`config.mk`:
```
export PLATFORM = sky130hd
export DESIGN_NAME = alu_seq_ctrl
export DESIGN_NICKNAME = d
export VERILOG_FILES = /design/src/rtl/alu_seq_ctrl.sv
export SDC_FILE = /design/constraint.sdc
export NUM_CORES = 1
export LEC_CHECK = 0
export BUFFER_PORTS_ARGS = -buffer_cell sky130_fd_sc_hd__buf_2
export CAP_MARGIN = 20
export CORE_MARGIN = 4
export CORE_UTILIZATION = 46
export DETAILED_ROUTE_END_ITERATION = 10
export MAX_ROUTING_LAYER = met4
export PLACE_DENSITY_LB_ADDON = 0.25
export SETUP_SLACK_MARGIN = 0.15
export SLEW_MARGIN = 0
export SYNTH_ARGS = -nofsm -noshare
export SYNTH_HDL_FRONTEND = slang
export SYNTH_SLANG_ARGS = --single-unit
```
`constraint.sdc`:
```
create_clock -name clk -period 1.6 [get_ports clk]
set_input_delay 0.32 -clock clk [delete_from_list [all_inputs] [get_ports clk]]
set_output_delay 0.32 -clock clk [all_outputs]
set_load 0.01 [all_outputs]
```
`src/rtl/alu_seq_ctrl.sv`:
```
// alu_seq_ctrl: sequences one command through an external combinational ALU and returns a flagged response.
// Define ALU_SEQ_SLT_EN to execute op 101 as set-less-than; otherwise it is rejected as illegal.
module alu_seq_ctrl #(
    parameter int WIDTH = 16
) (
    input  logic             clk,
    input  logic             rst_n,
    input  logic             cmd_valid,
    output logic             cmd_ready,
    input  logic [2:0]       cmd_op,
    input  logic [WIDTH-1:0] cmd_a,
    input  logic [WIDTH-1:0] cmd_b,
    output logic [WIDTH-1:0] alu_a,
    output logic [WIDTH-1:0] alu_b,
    output logic             alu_cin,
    output logic             alu_ainvert,
    output logic             alu_bnegate,
    output logic [2:0]       alu_op,
    input  logic [WIDTH-1:0] alu_result,
    input  logic             alu_cout,
    output logic             rsp_valid,
    input  logic             rsp_ready,
    output logic [WIDTH-1:0] rsp_result,
    output logic             rsp_cout,
    output logic             rsp_zero,
    output logic             rsp_overflow,
    output logic             rsp_err
);
    typedef enum logic [1:0] {IDLE, EXEC, RESP} state_t;
    localparam logic [2:0] OP_AND = 3'd0, OP_OR = 3'd1, OP_ADD = 3'd2, OP_SUB = 3'd3, OP_NOR = 3'd4, OP_SLT = 3'd5;
    localparam int MSB = WIDTH - 1;

    state_t           state_q;
    logic [2:0]       op_q;
    logic [WIDTH-1:0] a_q, b_q;
    logic             cmd_ready_q, rsp_valid_q, rsp_cout_q, rsp_zero_q, rsp_ovf_q, rsp_err_q;
    logic [WIDTH-1:0] rsp_result_q, alu_a_q, alu_b_q;
    logic             alu_cin_q, alu_ainv_q, alu_bneg_q;
    logic [2:0]       alu_op_q;

    logic             legal_d, is_sub_d, is_nor_d, add_ovf, sub_ovf, ovf_d, cout_d;
    logic [2:0]       alu_op_d;
    logic [WIDTH-1:0] res_d;

    always_comb begin
`ifdef ALU_SEQ_SLT_EN
        legal_d  = cmd_op <= OP_SLT;
`else
        legal_d  = cmd_op <= OP_NOR;
`endif
        is_sub_d = cmd_op == OP_SUB || cmd_op == OP_SLT;
        is_nor_d = cmd_op == OP_NOR;
        alu_op_d = cmd_op == OP_OR ? 3'b001 : (cmd_op == OP_ADD || is_sub_d) ? 3'b010 : 3'b000;
        // Signs come from the original operands, not the inverted ones the ALU sees.
        add_ovf  = (a_q[MSB] == b_q[MSB]) && (alu_result[MSB] != a_q[MSB]);
        sub_ovf  = (a_q[MSB] != b_q[MSB]) && (alu_result[MSB] != a_q[MSB]);
        res_d    = op_q == OP_SLT ? {{(WIDTH-1){1'b0}}, alu_result[MSB] ^ sub_ovf} : alu_result;
        cout_d   = (op_q == OP_ADD || op_q == OP_SUB || op_q == OP_SLT) && alu_cout;
        ovf_d    = op_q == OP_ADD ? add_ovf : op_q == OP_SUB ? sub_ovf : 1'b0;
    end

    always_ff @(posedge clk or negedge rst_n) begin
        if (!rst_n) begin
            state_q      <= IDLE;
            op_q         <= '0;
            a_q          <= '0;
            b_q          <= '0;
            cmd_ready_q  <= 1'b1;
            rsp_valid_q  <= 1'b0;
            rsp_result_q <= '0;
            rsp_cout_q   <= 1'b0;
            rsp_zero_q   <= 1'b0;
            rsp_ovf_q    <= 1'b0;
            rsp_err_q    <= 1'b0;
            alu_a_q      <= '0;
            alu_b_q      <= '0;
            alu_cin_q    <= 1'b0;
            alu_ainv_q   <= 1'b0;
            alu_bneg_q   <= 1'b0;
            alu_op_q     <= '0;
        end else begin
            case (state_q)
                IDLE: if (cmd_valid) begin
                    op_q        <= cmd_op;
                    a_q         <= cmd_a;
                    b_q         <= cmd_b;
                    cmd_ready_q <= 1'b0;
                    if (legal_d) begin
                        state_q    <= EXEC;
                        alu_a_q    <= cmd_a;
                        alu_b_q    <= cmd_b;
                        alu_cin_q  <= is_sub_d;
                        alu_ainv_q <= is_nor_d;
                        alu_bneg_q <= is_sub_d || is_nor_d;
                        alu_op_q   <= alu_op_d;
                    end else begin
                        state_q      <= RESP;
                        rsp_valid_q  <= 1'b1;
                        rsp_result_q <= '0;
                        rsp_cout_q   <= 1'b0;
                        rsp_zero_q   <= 1'b1;
                        rsp_ovf_q    <= 1'b0;
                        rsp_err_q    <= 1'b1;
                    end
                end
                EXEC: begin
                    state_q      <= RESP;
                    rsp_valid_q  <= 1'b1;
                    rsp_result_q <= res_d;
                    rsp_cout_q   <= cout_d;
                    rsp_zero_q   <= res_d == '0;
                    rsp_ovf_q    <= ovf_d;
                    rsp_err_q    <= 1'b0;
                    alu_a_q      <= '0;
                    alu_b_q      <= '0;
                    alu_cin_q    <= 1'b0;
                    alu_ainv_q   <= 1'b0;
                    alu_bneg_q   <= 1'b0;
                    alu_op_q     <= '0;
                end
                RESP: if (rsp_ready) begin
                    state_q     <= IDLE;
                    rsp_valid_q <= 1'b0;
                    cmd_ready_q <= 1'b1;
                end
                default: state_q <= IDLE;
            endcase
        end
    end

    assign cmd_ready    = cmd_ready_q;
    assign rsp_valid    = rsp_valid_q;
    assign rsp_result   = rsp_result_q;
    assign rsp_cout     = rsp_cout_q;
    assign rsp_zero     = rsp_zero_q;
    assign rsp_overflow = rsp_ovf_q;
    assign rsp_err      = rsp_err_q;
    assign alu_a        = alu_a_q;
    assign alu_b        = alu_b_q;
    assign alu_cin      = alu_cin_q;
    assign alu_ainvert  = alu_ainv_q;
    assign alu_bnegate  = alu_bneg_q;
    assign alu_op       = alu_op_q;
endmodule
```
Word level (Yosys, flattened, before mapping)
Index checks and enable logic that the tools add are counted.
Word-level totals
  output and inout port bits: 60
  register bits after elaboration: 97
  input port bits: 56
Cells by class
  reduce and logical (&&, ||, !) cells: 19
  magnitude comparators: 1
  bitwise operators: 1
  mux-type cells: 43
  eq/ne operators: 17
Operators by type and width (number)
  16-bit two-way mux: 7
  16-bit one-hot mux with 2 select lines: 3
  16-bit zero test: 1
  1-bit one-hot mux with 2 select lines: 8
  1-bit two-way mux: 15
  3-bit by 2-bit == test with 1-bit output (second input constant): 4
  2-bit two-way mux: 5
  3-bit == test (second input constant): 3
  3-bit AND reduction: 3
  2-bit inequality test (second input constant): 4
  3-bit two-way mux: 2
  2-bit one-hot mux with 3 select lines: 1
  3-bit one-hot mux with 2 select lines: 1
  1-bit logical OR: 5
  2-bit AND reduction: 2
  4-bit AND reduction: 1
  2-bit nonzero test: 2
  3-bit by 1-bit == test with 1-bit output (second input constant): 1
  3-bit <= comparator (second input constant): 1
  1-bit logical AND: 3
  1-bit one-hot mux with 3 select lines: 1
  3-bit nonzero test: 1
  2-bit by 1-bit == test with 1-bit output (second input constant): 1
  2-bit == test (second input constant): 1
  other kinds (4): 5

Longest topological paths before layout
Gate-level depths: netlist of the first run.
  depth after elaboration: 8
  depth in mapped cells: 7

Least setup slack after synthesis of the first run
OpenSTA, ideal clock, no wires.
  path type: in2reg
  start: input cmd_op[1]
  end: register alu_bneg_q (netlist: alu_bnegate)
  setup slack: 208 ps
  arrival time: 1271 ps
  buffers on the path: 3
  stages: 7
  required time: 1479 ps
  path through: buf_6 o21a_4 o21ai_2 nand2b_1 buf_6 buf_6 a22o_1
On the way
  cells in the longest elaborated chain, start to end: 6
RTL lines
  start, declared: RTL line 10  | input logic [2:0] cmd_op,
  3-bit by 2-bit == test with 1-bit output / 3-bit == test (equally long branches): RTL line 51  | is_sub_d = cmd_op == OP_SUB || cmd_op == OP_SLT;
  1-bit logical OR: RTL line 51
  1-bit logical OR: RTL line 94  | alu_bneg_q <= is_sub_d || is_nor_d;
  1-bit two-way mux: RTL line 88  | if (legal_d) begin
  1-bit two-way mux: RTL line 83  | IDLE: if (cmd_valid) begin
  1-bit one-hot mux with 2 select lines: RTL line 82  | case (state_q)
  end signal, assigned: RTL line 94
  end, declared: RTL line 38  | logic alu_cin_q, alu_ainv_q, alu_bneg_q;
Parallel ways exist; a longest one is shown, timed or not. The select of a mux whose other input is x is not followed.
A chain may end at the register's enable or synchronous reset.

Worst setup path after layout of the first run
  start: register cmd_ready_q (netlist: cmd_ready)
  end: output cmd_ready
RTL lines
  start, declared: RTL line 36  | logic cmd_ready_q, rsp_valid_q, rsp_cout_q, rsp_zero_q, rsp_ovf_q, rsp_err_q;
  start signal, assigned: RTL line 68  | cmd_ready_q <= 1'b1;
  start signal, assigned: RTL line 87  | cmd_ready_q <= 1'b0;
  start signal, assigned: RTL line 124  | cmd_ready_q <= 1'b1;
  end, declared: RTL line 9  | output logic cmd_ready,
No word-level cell between the ends.

==> results.toml, run 1 <==
[clock_tree]
root_buffer = "clkbuf_8"
post_cts.repair.setup_buffers = 0
clk_pin_slew_worst_paths_ps = 70
numClockSinks = 66
cts_buffers = 9
cts_max_level = 3
clk_latency_ps = 330
clk_path_buf_depth = 2
cts-hold-fix-buffers = 0
cts_tree = "built"

[synth]
synth_edf_count = 0
async_flop_share = 1.00
synth.distinct_cells = 33
synth_top_area_cell = "dfrtp_1"
synth_flop_cell = "dfrtp_1"
synth_top_family_by_area = "compound AO/OA/AOI/OAI gates"
synth_seq_cells = 66
synthSimpleGateAreaFrac = 0.0604
yosysSeqAreaShare = 0.639
synth-compound-area-share = 0.230
synth_top_area_frac = 0.629
synthMuxAreaShare = 0.0218
synthAdderAreaFrac = 0
synthCells = 188
ys_top_cells_by_area = "dfrtp_1 (63%), a22o_1 (17%), buf_6 (2.2%)"
synth_area_sq_um = 2590
ys_warn_count = 0
syn_nets = 244
synth_xor_area_frac = 0.00338
syn_avg_cell_area_sq_um = 13.8

[floorplanning]
die_area_sq_um = 6890
fp.dieW_um = 83
start_util = 0.473
core_sq_um = 5470
rows = 27
io_pins = 116
dieHeight_um = 83

[sta]
finalCriticalPeriod_ps = 1330
setup_viol = 0
fin_skew_ps = 5.63
timing.fmax_ghz = 0.754
period_share = 0.829
rsz0062_at_grt = "no"
fin_setup_tns_ps = 0
finalHoldViolations = 4
whs_ps = -5.05
finalMaxSlewViolations = 0

[global_route]
track_usage = 0.194
grt_pass1_vias = 2114
grt_pass1_wl_um = 10600
grt_max_degree = 67
gr-total-overflow = 0
antenna_found_initial = 0

[placed_design]
gp_congestion = 0.786
dp.final_hpwl_um = 4400
io_buffers = 114

[drt]
vias = 2021
viasPerCell = 5.24
drtPass1Iterations = 4
finalWirelength_um = 6190
route.detailed.drc = 0
ant_nets = 0
initialDrtViolationCount = 59
wire_per_inst_um = 16.0

[run_status]
status = "finished with violations"
violations = "hold timing"

[critical_path]
cp_cell_sequence = "buf_2"
cp_slowest_cell = "dfstp_2"
crit_type = "reg2out"
critPathLaunchType = "register"
cp_max_fo = 3
worst_path_largest_cell_delay_ps = 550
worstPathArrival_ps = 1010
end_kind = "output port"
crit_family = "flip-flops"
critical_path_buf_inv_count = 1
required_ps = 1280

[job]
cap_violations = 0

[cells_and_area]
syn_to_final_growth_pct = 34.5
nFillCells = 456
diodes = 0
nNetsFinal = 365
drive_gt1_frac = 0.478
seq_area_sq_um = 1650
multi_input_area_sq_um = 828

[min_path]
hold_path.class = "in2async"

[pwr]
irDropWorstVdd_uv = 948
p_leak_uw = 0.00185
power.density_nw_per_um2 = 1710
p_total_uw = 5960
state kept, by name, indices dropped and copies added, names as in the netlist, 2 cells and up:
register / cells
state_q: 2
rsp_result: 16
op_q: 3
alu_op: 2
alu_b: 16
alu_a: 16
cell usage in the layout, fill, tap and decap left out, types with 2 or more instances in the layout:
| cell | n |
|---|---|
| bufinv_16 | 2 |
| nor2_1 | 4 |
| mux2_2 | 5 |
| a32o_1 | 3 |
| nor2b_1 | 2 |
| buf_12 | 3 |
| nor3_1 | 2 |
| clkbuf_8 | 10 |
| buf_4 | 6 |
| a21oi_1 | 3 |
| a21o_1 | 2 |
| o21ai_0 | 4 |
| dfrtp_1 | 65 |
| nor4_1 | 3 |
| o211ai_1 | 2 |
| clkinv_2 | 2 |
| a22o_1 | 51 |
| nand2b_1 | 2 |
| buf_2 | 114 |
| inv_1 | 4 |
| nand2_1 | 7 |
power by group:
group,switching [uW],leakage [uW],internal (uW)
Sequential,342,0.000847,2230
Combinational,917,0.000892,944
Clock,607,0.000109,915
per-stage QoR:
stage	setup WS [ps]	hold WS, ps	cell area, sq um	std cells	utilization
after floorplan	208	24.4	2590	188	-
after global placement	155	364	3250	370	0.595
after detailed placement	129	363	3250	370	0.595
after CTS	201	2.43	3470	386	0.635
after global routing	184	12.6	3480	386	0.636
final	273	-5.05	3480	386	0.636
layer usage:
| metal | GRT usage | vias to the layer above | share of wire |
|---|---|---|---|
| met5 | - | - | 0 |
| met3 | 0.0685 | 9 | 0.079 |
| met4 | 0.0624 | 0 | 0.016 |
| met1 | 0.268 | 975 | 0.46 |
| met2 | 0.269 | 88 | 0.44 |
| li1 | - | 949 | - |
timing repair:
action | CTS | global route
resized for setup | 0 | 2
endpoints found under the setup margin | 0 | 5
endpoints found under the hold margin | 0 | 0
final cells by class:
type                            count  area share
Clock buffer                       11      0.0406
Timing Repair Buffer              123       0.194
Sequential cell                    66       0.475
Inverter                            4     0.00431
Multi-Input combinational cell    105       0.238
Tap cell                           72      0.0259
Clock inverter                      5      0.0223
worst paths after layout:
path | start | endpoint | slack [ps] | depth (start not counted)
setup / recovery | cmd_ready$_DFFE_PN1P_ | cmd_ready | 270 | 1
hold / removal | rst_n | rsp_result[10]$_DFFE_PN0P_ | -5 | 2
setup reg to reg | state_q[1]$_DFFE_PN0P_ | rsp_result[6]$_DFFE_PN0P_ | 280 | 3
hold reg to reg | rsp_cout$_DFFE_PN0P_ | rsp_cout$_DFFE_PN0P_ | 480 | 2
max in group asynchronous | rst_n | cmd_ready$_DFFE_PN1P_ | 1290 | 2
min in group clk | cmd_b[14] | alu_b[14]$_DFFE_PN0P_ | 200 | 2
cell usage after synthesis (2+ instances only):
| library cell | number |
|---|---|
| dfrtp_1 | 65 |
| a22o_1 | 51 |
| buf_2 | 7 |
| nand2_1 | 7 |
| buf_6 | 5 |
| mux2_2 | 5 |
| inv_1 | 4 |
| nor2_1 | 4 |
| o21ai_0 | 4 |
| a21oi_1 | 3 |
| a32o_1 | 3 |
| nand2b_1 | 3 |
| nor4_1 | 3 |
| a21o_1 | 2 |
| nor2b_1 | 2 |
| nor3_1 | 2 |
| o211ai_1 | 2 |
cells by family after synthesis:
family,Yosys count
AND/OR/NAND/NOR,27
flip-flops,66
XOR/XNOR,1
multiplexers,5
AO/OA/AOI/OAI,71
other,1
buffers and inverters,17
Power figures use the tool's default switching activity.
==> run 2, diff against run 1 <==
CORE_UTILIZATION = 42   (was 46)
clock period = 1.2 ns   (was 1.6 ns; I/O delays follow)
==> run 2 against run 1 <==
Against the previous run:
- the run ends with setup timing left
- clock power is 7% higher
- clock-buffer cell count stayed put
- via count is 12% higher
- non-clock buffer count is 54 higher
- sequential cell count stayed put
- sequential power is 33% higher
- combinational power is 99% higher
- global-route usage is 0.25 points lower
- setup slack worse by 380 ps
- power is 47% higher
- highest routed layer unchanged
==> results.toml, run 2 (synthesized netlist as in run 1, its figures left out) <==
[run_status]
status = "finished with violations"
violations = "setup timing"

[placed_design]
place_inst = 386
dp.final_hpwl_um = 4440
dpl-instance-area_sq_um = 3400
io_buffers = 114
gp_congestion = 0.789

[clock_tree]
cts_max_level = 3
cts_buffers = 9
cts_tree = "built"
clk_latency_ps = 330
numClockSinks = 66
root_buffer = "clkbuf_8"
clk_path_buf_depth = 2
clk_pin_slew_worst_paths_ps = 80

[cells_and_area]
stdcell_count = 443
nNetsFinal = 419
drive_gt1_frac = 0.571
final_common_cell = "buf_2"
diodes = 0
layout_common_cells = "buf_2 (103), dfrtp_1 (65), a22o_1 (51), buf_4 (42), buf_6 (20)"
nFillCells = 445
syn_to_final_growth_pct = 59.5
fin_area_sq_um = 4130

[global_route]
track_usage = 0.192
grt_pass1_wl_um = 10800
grt_max_degree = 67
grt_pass1_vias = 2271
antenna_found_initial = 0
gr-total-overflow = 0

[sta]
fin_setup_tns_ps = -4130
period_share = 1.09
rsz0062_at_grt = "yes"
fin_skew_ps = 15.6
finalMaxSlewViolations = 0
timing.fmax_ghz = 0.764
fin_ws_ps = -109
setup_viol = 60
finalHoldViolations = 0
whs_ps = 110
finalCriticalPeriod_ps = 1310

[critical_path]
r2r_end = "alu_b[15]$_DFFE_PN0P_"
startpoint = "state_q[0]$_DFFE_PN0P_"
crit_type = "reg2reg"
critPathLaunchType = "register"
worst_path_most_repeated_cell = "buf_6"
worstSetupEndpoint = "alu_b[15]$_DFFE_PN0P_"
cp_cell_sequence = "nand2b_4 -> buf_6 -> nor3_4 -> buf_6 -> clkbuf_16 -> a22o_1"
cp_slowest_cell = "dfrtp_1"
end_kind = "register"
regToRegSetupSlack_ps = -110
rr_startpoint = "state_q[0]$_DFFE_PN0P_"
reg2regPathDepth = 6
cp_max_fo = 8
worst_path_largest_cell_delay_ps = 400
worstPathArrival_ps = 1570
required_ps = 1460

[drt]
drtPass1Iterations = 4
wire_per_inst_um = 16.5
wl_met2_um = 3570
finalWirelength_um = 7290
topRoutingLayerUsed = "met4"
ant_nets = 0
initialDrtViolationCount = 63
met1Wirelength_um = 3120
route.detailed.drc = 0
wl_met3_um = 527
vias = 2270
viasPerCell = 5.12

[min_path]
hold_path.class = "in2reg"

[pwr]
p_leak_uw = 0.00219
irDropWorstVdd_uv = 1120
p_total_uw = 8750
power.density_nw_per_um2 = 2120

[job]
cap_violations = 0

[floorplanning]
rows = 28
core_sq_um = 5960
io_pins = 116
die_area_sq_um = 7480
start_util = 0.434
dieHeight_um = 86.5
fp.dieW_um = 86.5
run 2: changes by cell type in the layout (fill, tap and decap cells not counted), moves of 2 or more:
cell	previous run	this run
buf_4	6	42
buf_6	0	20
buf_2	114	103
mux2_2	5	0
mux2_4	0	5
clkbuf_16	0	3
buf_12	3	5
buf_8	0	2
bufinv_16	2	0
run 2: worst min-delay path by stage:
stage,startpoint,end,slack [ps],cells past startpoint
floorplan,rst_n,a_q[15]$_DFFE_PN0P_,-60,0
global placement,rst_n,rsp_cout$_DFFE_PN0P_,280,2
CTS,cmd_a[11],alu_a[11]$_DFFE_PN0P_,110,2
global route,cmd_a[10],alu_a[10]$_DFFE_PN0P_,100,2
finish,cmd_a[14],alu_a[14]$_DFFE_PN0P_,110,2
detailed placement,rst_n,rsp_result[13]$_DFFE_PN0P_,280,2
run 2: critical path: cells and delay by family, from the launching register on:
family          cells  cell delay, ps
flops               1             400
simple gates        2             280
buf+inv             3             440
compound gates      1             120
run 2: per-stage QoR:
stage,utilization,setup slack (ps)
floorplan,-,-109
global placement,0.571,-160
detailed placement,0.571,-190
CTS,0.649,-95.2
global route,0.693,-140
finish,0.693,-109
run 2: layout make-up:
class                   count  area, sq um  area share
clock buffers              11          141      0.0343
clock inverters             5         30.0     0.00728
inverters                   4         15.0     0.00364
multi-input cells         105          895       0.217
flip-flops and latches     66         1650       0.401
well taps                  75         93.8      0.0227
repair buffers            177         1300       0.315
run 2: power by group:
group	switching, uW	internal (uW)
combinational	1540	2170
sequential	443	2980
clock	824	795
total	2800	5950
run 2: timing repair:
action	in CTS	in global routing
resized for setup	28	11
hold buffers	1	0
cloned	2	4
pin swaps	6	15
endpoints found under the hold margin	65	0
buffers inserted	18	16
setup endpoints to repair	123	124
run 2: per-layer routing:
layer | global-route usage | vias to the layer above
li1 | - | 1060
met1 | 0.245 | 1116
met2 | 0.296 | 87
met3 | 0.0523 | 7
met4 | 0.0680 | 0
met5 | - | -
